--- src/rtl/traffic_signal_ctrl_n.sv ---
// N-approach traffic signal controller: road 0 is main (default green), roads 1..N-1 are sensor-driven, served round-robin.
// Optional pedestrian walk phase is compiled in with `define TSC_PED_EN.
module traffic_signal_ctrl_n #(
  parameter int N_ROADS   = 3,
  parameter int CNT_W     = 8,
  parameter int MIN_GREEN = 8,
  parameter int MAX_GREEN = 32,
  parameter int YELLOW_T  = 3,
  parameter int ALLRED_T  = 2,
  parameter int PED_T     = 6
) (
  input  logic                       clk,
  input  logic                       clear,
  input  logic [N_ROADS-1:0]         car_on_rd,
`ifdef TSC_PED_EN
  input  logic                       ped_req,
  output logic                       ped_walk,
`endif
  output logic [2*N_ROADS-1:0]       sig,
  output logic [$clog2(N_ROADS)-1:0] active_rd
);

  localparam int AW = $clog2(N_ROADS);
  localparam logic [1:0] LAMP_YEL = 2'd1;
  localparam logic [1:0] LAMP_GRN = 2'd2;
  localparam logic [CNT_W-1:0] CNT_SAT = '1;
  localparam logic [CNT_W-1:0] MIN_C   = CNT_W'(MIN_GREEN - 1);
  localparam logic [CNT_W-1:0] MAX_C   = CNT_W'(MAX_GREEN - 1);
  localparam logic [CNT_W-1:0] YEL_C   = CNT_W'(YELLOW_T - 1);
  localparam logic [CNT_W-1:0] AR_C    = CNT_W'(ALLRED_T - 1);

  if (N_ROADS < 2 || MIN_GREEN < 1 || MAX_GREEN < MIN_GREEN || YELLOW_T < 1 || ALLRED_T < 1 ||
      PED_T < 1 || MAX_GREEN > 2**CNT_W - 1 || PED_T > 2**CNT_W - 1) begin : g_bad_cfg
    $error("traffic_signal_ctrl_n: illegal parameter combination");
  end

`ifdef TSC_PED_EN
  typedef enum logic [1:0] {S_GREEN, S_YELLOW, S_ALLRED, S_PED} state_t;
  localparam logic [CNT_W-1:0] PED_C = CNT_W'(PED_T - 1);
  logic ped_pend, ped_pend_nxt;
`else
  typedef enum logic [1:0] {S_GREEN, S_YELLOW, S_ALLRED} state_t;
`endif

  state_t                 state, state_nxt;
  logic [CNT_W-1:0]       cnt;
  logic [N_ROADS-1:0]     req, req_nxt, req_other;
  logic [AW-1:0]          next_rd, next_sel, active_nxt, pick;
  logic [2*N_ROADS-1:0]   sig_nxt;
  logic                   other_req, found, exit_cond;
  int                     idx;

  // Round-robin search starting just after the current road; falls back to the main road.
  always_comb begin
    pick  = '0;
    found = 1'b0;
    idx   = 0;
    for (int k = 1; k < N_ROADS; k++) begin
      idx = int'(active_rd) + k;
      if (idx >= N_ROADS) idx = idx - N_ROADS;
      if (!found && req[idx[AW-1:0]]) begin
        pick  = idx[AW-1:0];
        found = 1'b1;
      end
    end
  end

  always_comb begin
    req_other            = req;
    req_other[active_rd] = 1'b0;
    other_req            = |req_other;
  end

  always_comb begin
    exit_cond = (active_rd == '0 && other_req) ||
                (active_rd != '0 && !car_on_rd[active_rd]) ||
                (other_req && cnt == MAX_C);
`ifdef TSC_PED_EN
    exit_cond = exit_cond || ped_pend;
`endif
  end

  always_comb begin
    state_nxt  = state;
    active_nxt = active_rd;
    next_sel   = next_rd;
    case (state)
      S_GREEN: if (cnt >= MIN_C && exit_cond) begin
        state_nxt = S_YELLOW;
        next_sel  = pick;
      end
      S_YELLOW: if (cnt == YEL_C) state_nxt = S_ALLRED;
      S_ALLRED: if (cnt == AR_C) begin
`ifdef TSC_PED_EN
        if (ped_pend) begin
          state_nxt = S_PED;
        end else begin
          state_nxt  = S_GREEN;
          active_nxt = next_rd;
        end
`else
        state_nxt  = S_GREEN;
        active_nxt = next_rd;
`endif
      end
`ifdef TSC_PED_EN
      S_PED: if (cnt == PED_C) state_nxt = S_ALLRED;
`endif
      default: state_nxt = S_GREEN;
    endcase
  end

  // Latch sensor hits; the clear on green entry takes priority over a simultaneous hit.
  always_comb begin
    req_nxt = req;
    for (int i = 1; i < N_ROADS; i++) begin
      if (car_on_rd[i] && (AW'(i) != active_rd || state != S_GREEN)) req_nxt[i] = 1'b1;
    end
    if (state != S_GREEN && state_nxt == S_GREEN) req_nxt[active_nxt] = 1'b0;
    req_nxt[0] = 1'b0;
  end

  always_comb begin
    sig_nxt = '0;
    for (int i = 0; i < N_ROADS; i++) begin
      if (AW'(i) == active_nxt) begin
        if (state_nxt == S_GREEN)  sig_nxt[2*i +: 2] = LAMP_GRN;
        if (state_nxt == S_YELLOW) sig_nxt[2*i +: 2] = LAMP_YEL;
      end
    end
  end

`ifdef TSC_PED_EN
  always_comb begin
    ped_pend_nxt = ped_pend | ped_req;
    if (state != S_PED && state_nxt == S_PED) ped_pend_nxt = 1'b0;
  end

  always_ff @(posedge clk or posedge clear) begin
    if (clear) begin
      ped_pend <= 1'b0;
      ped_walk <= 1'b0;
    end else begin
      ped_pend <= ped_pend_nxt;
      ped_walk <= (state_nxt == S_PED);
    end
  end
`endif

  always_ff @(posedge clk or posedge clear) begin
    if (clear) begin
      state     <= S_GREEN;
      cnt       <= '0;
      req       <= '0;
      next_rd   <= '0;
      active_rd <= '0;
      sig       <= {{(2*N_ROADS-2){1'b0}}, LAMP_GRN};
    end else begin
      state     <= state_nxt;
      req       <= req_nxt;
      next_rd   <= next_sel;
      active_rd <= active_nxt;
      sig       <= sig_nxt;
      if (state_nxt != state)  cnt <= '0;
      else if (cnt != CNT_SAT) cnt <= cnt + 1'b1;
    end
  end

endmodule
--- config.mk ---
export PLATFORM = sky130hd
export DESIGN_NAME = traffic_signal_ctrl_n
export DESIGN_NICKNAME = d
export VERILOG_FILES = /design/src/rtl/traffic_signal_ctrl_n.sv
export SDC_FILE = /design/constraint.sdc
export NUM_CORES = 1
export LEC_CHECK = 0
export ABC_AREA = 1
export BUFFER_PORTS_ARGS = -buffer_cell sky130_fd_sc_hd__buf_2
export CAP_MARGIN = 20
export CORE_MARGIN = 10
export CORE_UTILIZATION = 52
export DETAILED_ROUTE_END_ITERATION = 10
export GPL_ROUTABILITY_DRIVEN = 1
export PLACE_DENSITY = 0.74
export SLEW_MARGIN = 20
export SYNTH_ARGS = -nofsm -noshare
export SYNTH_HDL_FRONTEND = slang
export SYNTH_SLANG_ARGS = --single-unit
export TNS_END_PERCENT = 30
--- constraint.sdc ---
create_clock -name clk -period 1.6 [get_ports clk]
set_clock_uncertainty 0.2 [all_clocks]
set_input_delay 0.08 -clock clk [delete_from_list [all_inputs] [get_ports clk]]
set_output_delay 0.08 -clock clk [all_outputs]
set_load 0.005 [all_outputs]
## Word-level counts from Yosys, hierarchy flattened

Index checks and enable logic that the tools add are counted.

| word-level totals | value |
|---|---|
| logic and storage cells | 92 |
| bits in registers | 22 |
| input port bits | 5 |
| output and inout port bits | 8 |

| cells by class | value |
|---|---|
| add/sub/neg operators | 5 |
| reductions and logical operators | 25 |
| equal/unequal tests | 12 |
| bitwise gates (word level) | 4 |
| order comparisons | 9 |
| multiplexer cells | 31 |

Operators with widths:

| operator | number |
|---|---|
| $mux W2 | 14 |
| $mux W8 | 2 |
| $lt A2 B3 Y1 const B | 4 |
| $logic_and A1 B1 Y1 | 10 |
| $add A8 B1 Y8 const B | 1 |
| $eq A8 B1 Y1 const B | 1 |
| $eq A8 B2 Y1 const B | 1 |
| $eq A8 B5 Y1 const B | 1 |
| $ge A8 B3 Y1 const B | 1 |
| $logic_not A2 Y1 | 4 |
| $mux W1 | 8 |
| $ne A8 B8 Y1 const B | 1 |
| $and A3 B3 Y3 | 2 |
| $bmux W1 S2 | 3 |
| $ge A3 B2 Y1 const B | 2 |
| $not A3 Y3 | 2 |
| $pmux W2 S3 | 1 |
| $reduce_bool A2 Y1 | 3 |
| $demux W1 S2 | 2 |
| $eq A2 B1 Y1 const B | 2 |
| $ge A2 B1 Y1 const B | 2 |
| $logic_or A1 B1 Y1 | 4 |
| $sub A2 B2 Y2 const B | 2 |
| $add A2 B1 Y3 const B | 1 |
| 11 further kinds | 12 |

## Logic depth before layout (Yosys ltp)

Gate-level depths: netlist (run 1).

| logic depth | value |
|---|---|
| depth in word-level cells | 17 |
| depth in mapped cells | 12 |
| depth with buffers taken out | 12 |

## Worst setup path after synthesis (run 1)

No wires, ideal clock.

| timing | value |
|---|---|
| path type | reg2reg |
| start | register active_rd[1] |
| end | register cnt[7] |
| library setup time | 0.121 ns |
| path slack | -0.017 ns |
| required time | 1.279 ns |
| period minus slack after synthesis | 1.617 ns |
| stages on the path, launching flop included | 11 |
| data arrival time | 1.296 ns |
| buffers on the path | 0 |
| cells stage by stage | dfrtp_1 inv_1 ha_1 o22ai_1 nand2_1 nand2_1 nand2_2 nand2_1 nand2_1 nand2_2 nor2_1 |

| on the way | value |
|---|---|
| cells in the longest elaborated chain, start to end | 15 |
| elaborated cells on any way between the ends | 24 |
| those cells by class | 2 x order compare; 1 x eq/ne; 7 x mux; 2 x bitwise; 12 x reduce/logical |

Ends and longest elaborated chain:

| what | line | RTL |
|---|---|---|
| from (decl) | 20 | `output logic [$clog2(N_ROADS)-1:0] active_rd` |
| from (signal assigned) | 162 | `active_rd <= active_nxt;` |
| $lt A2 B3 Y1 (not written as such) or $ge A2 B1 Y1 (tied branches) | 70 | `req_other[active_rd] = 1'b0;` |
| $logic_and A1 B1 Y1 (not written as such) | 70 |  |
| $mux W1 (not written as such) | 70 |  |
| $demux W1 S2 | 70 |  |
| $not A3 Y3 (no line) | -- |  |
| $and A3 B3 Y3 (no line) | -- |  |
| $reduce_or A3 Y1 | 71 | `other_req = \|req_other;` |
| $logic_and A1 B1 Y1 | 75 | `exit_cond = (active_rd == '0 && other_req) \|\|` |
| $logic_or A1 B1 Y1 | 75 |  |
| $logic_or A1 B1 Y1 (*) | 76 | `(active_rd != '0 && !car_on_rd[active_rd]) \|\|` |
| $logic_and A1 B1 Y1 (*) | 88 | `S_GREEN: if (cnt >= MIN_C && exit_cond) begin` |
| $mux W2 (*) | 88 |  |
| $pmux W2 S3 (*) | 87 | `case (state)` |
| $ne A2 B2 Y1 (*) | 164 | `if (state_nxt != state) cnt <= '0;` |
| $mux W8 or $reduce_bool A2 Y1 (tied branches) | -- |  |
| to (signal assigned) | 165 | `else if (cnt != CNT_SAT) cnt <= cnt + 1'b1;` |
| to (decl) | 46 | `logic [CNT_W-1:0] cnt;` |

Every way passes the cells marked *; elsewhere a longest branch is shown, timed or not. The select of a mux whose other input is x is not followed.
A chain may end at the register's enable or synchronous reset.

## Final worst setup path (run 1)

| timing | value |
|---|---|
| start | register cnt[1] |
| end | register cnt[3] |

| on the way | value |
|---|---|
| cells in the longest elaborated chain, start to end | 8 |
| elaborated cells on any way between the ends | 17 |
| those cells by class | 1 x add/sub; 1 x order compare; 5 x eq/ne; 6 x mux; 4 x reduce/logical |

Ends and longest elaborated chain:

| what |
|---|
| branches (longest 8 deep; another with $ge A8 B3 Y1) |

Several ways; the timed one is not identified. The select of a mux whose other input is x is not followed.

==> results of run 1 <==
cells by family after synthesis:
logic type / count (synthesis) / synth area share
AO/OA/AOI/OAI: 11 / 0.04822
XOR/XNOR: 2 / 0.01350
adder cells (fa/ha/maj): 8 / 0.07715
buffers and inverters: 31 / 0.08968
flip-flops: 22 / 0.4253
AND/OR/NAND/NOR: 92 / 0.3462
metrics by stage:
stage / power, W / setup slack, ps / std cells / area, um^2
2_1_floorplan: 0.001713 / 0.5629 / 166 / 1300
3_3_place_gp: 0.002084 / -125.0 / 225 / 1538
3_5_place_dp: 0.002142 / -189.6 / 225 / 1538
4_1_cts: 0.003023 / -120.1 / 243 / 1831
5_1_grt: 0.003456 / -308.3 / 247 / 1892
6_report: 0.003226 / -238.1 / 247 / 1892
per-layer routing:
metal  part of all wire  vias to the layer above  wire length (um)  track usage
li1                   -                      614                 -            -
met1               0.40                      596              1418       0.1470
met2               0.52                       39              1833       0.2467
met3              0.055                       12               195      0.02119
met4              0.023                        0                82      0.06140
met5                  0                        -                 0            0
flip-flops by register name, summed over array words and instances, names as in the netlist:
name       cells
state          2
req            2
cnt            8
sig            6
next_rd        2
active_rd      2
layout make-up:
class | instances | share of cell area
clock buffer | 3 | 0.01190
clock inverter | 1 | 0.01587
timing repair buffer | 47 | 0.1872
inverter | 31 | 0.06283
sequential | 22 | 0.2937
multi-input combinational | 113 | 0.4087
tap | 30 | 0.01984
cells in the final DEF, fill, tap and decap left out, types with 2 or more instances in the layout:
master / instances
nand3_2: 3
ha_2: 4
nand2_2: 13
nor2_1: 16
buf_4: 28
dfrtp_1: 18
nand2_4: 3
o21ai_0: 5
buf_2: 12
nand3_1: 13
o21ai_1: 3
buf_6: 3
nor3_2: 2
dfrtp_2: 3
ha_4: 3
xor2_1: 2
clkbuf_4: 3
dlygate4sd3_1: 3
inv_2: 9
inv_1: 21
nor2_2: 10
nand2_1: 24
nor2_4: 5
path summary, 6_finish.rpt:
path                                end          from  cells past startpoint
min reg2reg                  next_rd[1]    next_rd[1]                      2
max in group asynchronous  active_rd[0]         clear                      4
max                              cnt[3]        cnt[1]                     10
max reg2reg                      cnt[3]        cnt[1]                     10
min                              cnt[2]         clear                      3
min in group clk             next_rd[1]  car_on_rd[0]                      8
report_power, final:
part	internal, W	total [W]	switching [W]
sequential	0.000725	0.000855	0.000130
clock	0.000254	0.000437	0.000183
combinational	0.000862	0.00193	0.00107
total	0.00184	0.00323	0.00139
repair_timing:
item,CTS,global route
buffers inserted,11,4
pin swaps,19,6
resized for setup,33,12
hold endpoints to repair,24,0
setup endpoints to repair,20,21
gates cloned,0,0
hold buffers,3,0
tightest hold or removal path: cells and delay by family:
family                 cells  cell delay, ps
buffers and inverters      3            1000
==> flow_summary.json, run 1 <==
{
  "outcome": "finished, violations left",
  "violations": "setup timing",
  "cp_common_cell": "nor2_2",
  "grt_max_degree": 14,
  "dr.pass1.iters": 4,
  "antenna_found_initial": 0,
  "cp-start-kind": "flop",
  "vias_per_cell": 5.105,
  "port_buffers": 12,
  "path_clk_slew_ps": 120,
  "netlist_area_mm2": 0.001297,
  "netlist_instances": 166,
  "drv_slew": 0,
  "critPathRequiredTime_ps": 1660,
  "fin_setup_tns_ps": -3076,
  "yosysMostFrequentCell": "nand2_1",
  "worstPathCellList": "buf_4 -> buf_6 -> ha_2 -> nand3_2 -> nor2_2 -> nor2_2 -> inv_1 -> nand2_2 -> nand2_4 -> nor2_1",
  "power_density_mw_per_mm2": 1705,
  "cp.buffers_inverters": 3,
  "fp.dieW_um": 69.95,
  "slew_headroom": 0.6937,
  "drt-initial-drc-count": 79,
  "cpMaxStageDelayCell": "dfrtp_2",
  "grt_pass1_vias": 1267,
  "irDropWorstVdd_uv": 1477,
  "synth_area_leader_cell": "dfrtp_1",
  "rsz0062_at_grt": "yes",
  "finalSetupViolations": 20,
  "cts_tree": "built",
  "n_fill_cell": 151,
  "period_minus_slack_ps": 1838,
  "fin_ws_ps": -238.1,
  "tightest_slew_ps": 458.9,
  "yosys_register_bits": 22,
  "dp_hpwl_mm": 2.200,
  "ant_nets": 0,
  "overflow": 0,
  "syn_to_final_growth_pct": 45.80,
  "drc": 0,
  "num_rows": 18,
  "avgSynthCellArea_um2": 7.816,
  "routedWlPerCell_um": 14.29,
  "synth-async-reset-ratio": 1.000,
  "p_leak_nw": 0.9922,
  "numCtsBuffers": 3,
  "io_pins": 13,
  "cts_htree_levels": 1,
  "endpoint_kind": "flop",
  "crit_type": "reg2reg",
  "ys_warn_count": 0,
  "slowest_delay_ps": 460,
  "place.gp.congestion": 0.9153,
  "cts_max_path_buffers": 2,
  "synth_commonest_cells": "nand2_1 (29), inv_1 (25), nor2_1 (24), dfrtp_1 (21), nand3_1 (16)",
  "r2r_slack_ps": -240,
  "synthTopCellsByArea": "dfrtp_1 (41%), nand2_1 (8.4%), ha_1 (7.7%)",
  "worst_hold_path_type": "in2async",
  "nNetsFinal": 231,
  "die_area_mm2": 0.004893,
  "drive_above_1_share": 0.5023,
  "wl_mm": 3.529,
  "core_area_mm2": 0.002432,
  "cp_max_fo": 8,
  "multi_input_area_um2": 773.2,
  "vias": 1261,
  "hold_violations": 0,
  "drv_cap": 0,
  "grt_util_all_layers": 0.1348,
  "grt_pass1_wl_mm": 5.623,
  "cp.arrival_ps": 1890,
  "max_freq_ghz": 0.5440,
  "clkSinkCount": 22,
  "ys_seq_area_frac": 0.4253,
  "post-route-period-util": 1.149,
  "synth_cell_type_count": 23,
  "num_antenna_cells": 0,
  "netlist.area_leader.share": 0.4050,
  "clk_latency_ps": 320,
  "die_h_um": 69.95,
  "start_util": 0.5334,
  "cts-root-buf": "clkbuf_4",
  "crit_family": "simple AND/OR/NAND/NOR gates",
  "fin_hold_ws_ps": 100.5,
  "synth_fp_nets": 179,
  "ys.flop_type": "dfrtp_1",
  "final_core_util": 0.7778,
  "register_area_um2": 555.5,
  "synth-edff-count": 0
}
(Power assumes the default switching activity.)
==> run 2: changes to the inputs <==
--- a/config.mk
+++ b/config.mk
@@ -9,10 +9,11 @@
 export BUFFER_PORTS_ARGS = -buffer_cell sky130_fd_sc_hd__buf_2
 export CAP_MARGIN = 20
 export CORE_MARGIN = 10
-export CORE_UTILIZATION = 52
+export CORE_UTILIZATION = 57
 export DETAILED_ROUTE_END_ITERATION = 10
 export GPL_ROUTABILITY_DRIVEN = 1
-export PLACE_DENSITY = 0.74
+export PLACE_DENSITY = 0.77
+export SKIP_LAST_GASP = 1
 export SLEW_MARGIN = 20
 export SYNTH_ARGS = -nofsm -noshare
 export SYNTH_HDL_FRONTEND = slang
==> constraint.sdc (replaced) <==
create_clock -name clk -period 2.1 [get_ports clk]
set_clock_uncertainty 0.2 [all_clocks]
set_input_delay 0.105 -clock clk [delete_from_list [all_inputs] [get_ports clk]]
set_output_delay 0.105 -clock clk [all_outputs]
set_load 0.005 [all_outputs]
==> run 2 against run 1 <==
  * The run now ends clean
  * Via count is 17% lower
  * Sequential cell count stayed put
  * Sequential power is 25% lower
  * Largest cell class unchanged
  * Largest power group unchanged
==> flow_summary.json, run 2 (synthesized netlist as in run 1, its figures left out) <==
{
  "antenna_found_initial": 0,
  "cp_common_cell": "nand2_1",
  "routedWlPerCell_um": 11.54,
  "drt-initial-drc-count": 74,
  "power_density_mw_per_mm2": 1246,
  "syn_to_final_growth_pct": 13.69,
  "ant_nets": 0,
  "slew_headroom": 0.4458,
  "fin_ws_ps": 260.5,
  "num_rows": 17,
  "top_register": "cnt",
  "critPathRequiredTime_ps": 2150,
  "hold_violations": 0,
  "overflow": 0,
  "tightest_slew_ps": 830.4,
  "place.gp.congestion": 0.8047,
  "numCtsBuffers": 3,
  "drv_slew": 0,
  "core_area_mm2": 0.002191,
  "nNetsFinal": 199,
  "slowest_delay_ps": 450,
  "grt_util_all_layers": 0.1242,
  "clk_latency_ps": 310,
  "path_clk_slew_ps": 120,
  "drv_cap": 0,
  "p_leak_nw": 0.8153,
  "top_regs": "cnt (8), sig (6)",
  "post-route-period-util": 0.8759,
  "period_minus_slack_ps": 1839,
  "cp.arrival_ps": 1890,
  "power.total_w": 0.001838,
  "die_area_mm2": 0.004585,
  "dr.pass1.iters": 4,
  "clkSinkCount": 22,
  "cts_htree_levels": 1,
  "crit_type": "reg2reg",
  "cp_max_fo": 5,
  "max_freq_ghz": 0.5436,
  "endpoint_kind": "flop",
  "outcome": "finished clean",
  "cts_max_path_buffers": 2,
  "dp_hpwl_mm": 1.943,
  "drc": 0,
  "start_util": 0.5922,
  "fin_hold_ws_ps": 142.7,
  "fp.dieW_um": 67.71,
  "largest_reg_flops": 8,
  "cpMaxStageDelayCell": "dfrtp_1",
  "vias": 1052,
  "instances_no_fill": 213,
  "cts_tree": "built",
  "port_buffers": 12,
  "num_antenna_cells": 0,
  "irDropWorstVdd_uv": 903.4,
  "die_h_um": 67.71,
  "drive_above_1_share": 0.2378,
  "wl_mm": 2.459,
  "cts-root-buf": "clkbuf_4",
  "rsz0062_at_grt": "no",
  "layout_common_cells": "nand2_1 (29), inv_1 (25), nor2_1 (24)",
  "cp-start-kind": "flop",
  "io_pins": 13,
  "grt_pass1_vias": 1041,
  "fin_setup_tns_ps": 0,
  "grt_pass1_wl_mm": 4.526,
  "post-place-ws_ps": 277.5,
  "worstPathCellList": "ha_1 -> nand2_2 -> nor2_2 -> nand2_1 -> nand2_1 -> nand2_1 -> nand2_1 -> nand2_2 -> inv_2 -> nor2_4 -> nand2_1 -> nor2_1",
  "finalSetupViolations": 0,
  "grt_max_degree": 23,
  "place_inst": 206,
  "vias_per_cell": 4.939,
  "final_common_cell": "nand2_1",
  "worst_hold_path_type": "in2reg"
}
## run 2: changes by cell type in the layout (fill, tap and decap cells not counted), sizes merged
cell	delta
buf	-32
## run 2: worst max-delay path, delay by kind of cell, from the launching register on
family / cells / cell delay (ps)
simple gates: 10 / 830
buf+inv: 1 / 60
flops: 1 / 450
fa+ha+maj: 1 / 240
## run 2: layer usage
metal | vias to the layer above | share of wire | track usage | wire, um
met1 | 485 | 0.49 | 0.1613 | 1198
met4 | 0 | 0.015 | 0.05128 | 36
li1 | 548 | - | - | -
met3 | 5 | 0.044 | 0.02479 | 108
met2 | 14 | 0.45 | 0.1960 | 1115
met5 | - | 0 | 0 | 0
## run 2: cell type report
cell class              instances  area, um^2
fillers                       177       715.7
multi-input cells             113       629.4
flip-flops and latches         22       551.8
inverters                      31       116.4
repair buffers                 15       90.09
well taps                      28       35.03
clock inverters                 1       30.03
clock buffers                   3       22.52
## run 2: power by group
| part | internal, W | switching [W] | total [W] |
|---|---|---|---|
| Sequential | 0.000548 | 0.0000886 | 0.000637 |
| Clock | 0.000193 | 0.000131 | 0.000324 |
| Combinational | 0.000310 | 0.000567 | 0.000877 |
## run 2: stage by stage
| step | area [um^2] | util |
|---|---|---|
| 6_report | 1475 | 0.6733 |
| 5_1_grt | 1475 | 0.6733 |
| 4_1_cts | 1475 | 0.6733 |
| 3_5_place_dp | 1393 | 0.6356 |
| 3_3_place_gp | 1393 | 0.6356 |
| 2_1_floorplan | 1297 | - |
## run 2: final timing paths
path / startpoint / to / slack [ps] / cells after the start
min reg2reg: next_rd[1] / next_rd[1] / 300 / 2
min in group asynchronous: clear / cnt[2] / 280 / 3
max: cnt[0] / sig[5] / 260 / 12
max in group asynchronous: clear / active_rd[0] / 910 / 3
max reg2reg: cnt[0] / sig[5] / 260 / 12
min: car_on_rd[0] / next_rd[1] / 140 / 8
## run 2: timing repair
action | CTS | global route
hold endpoints to repair | 23 | 0
resized for setup | 0 | 0
hold buffers | 3 | 0
buffers inserted | 0 | 0
endpoints found under the setup margin | 0 | 0
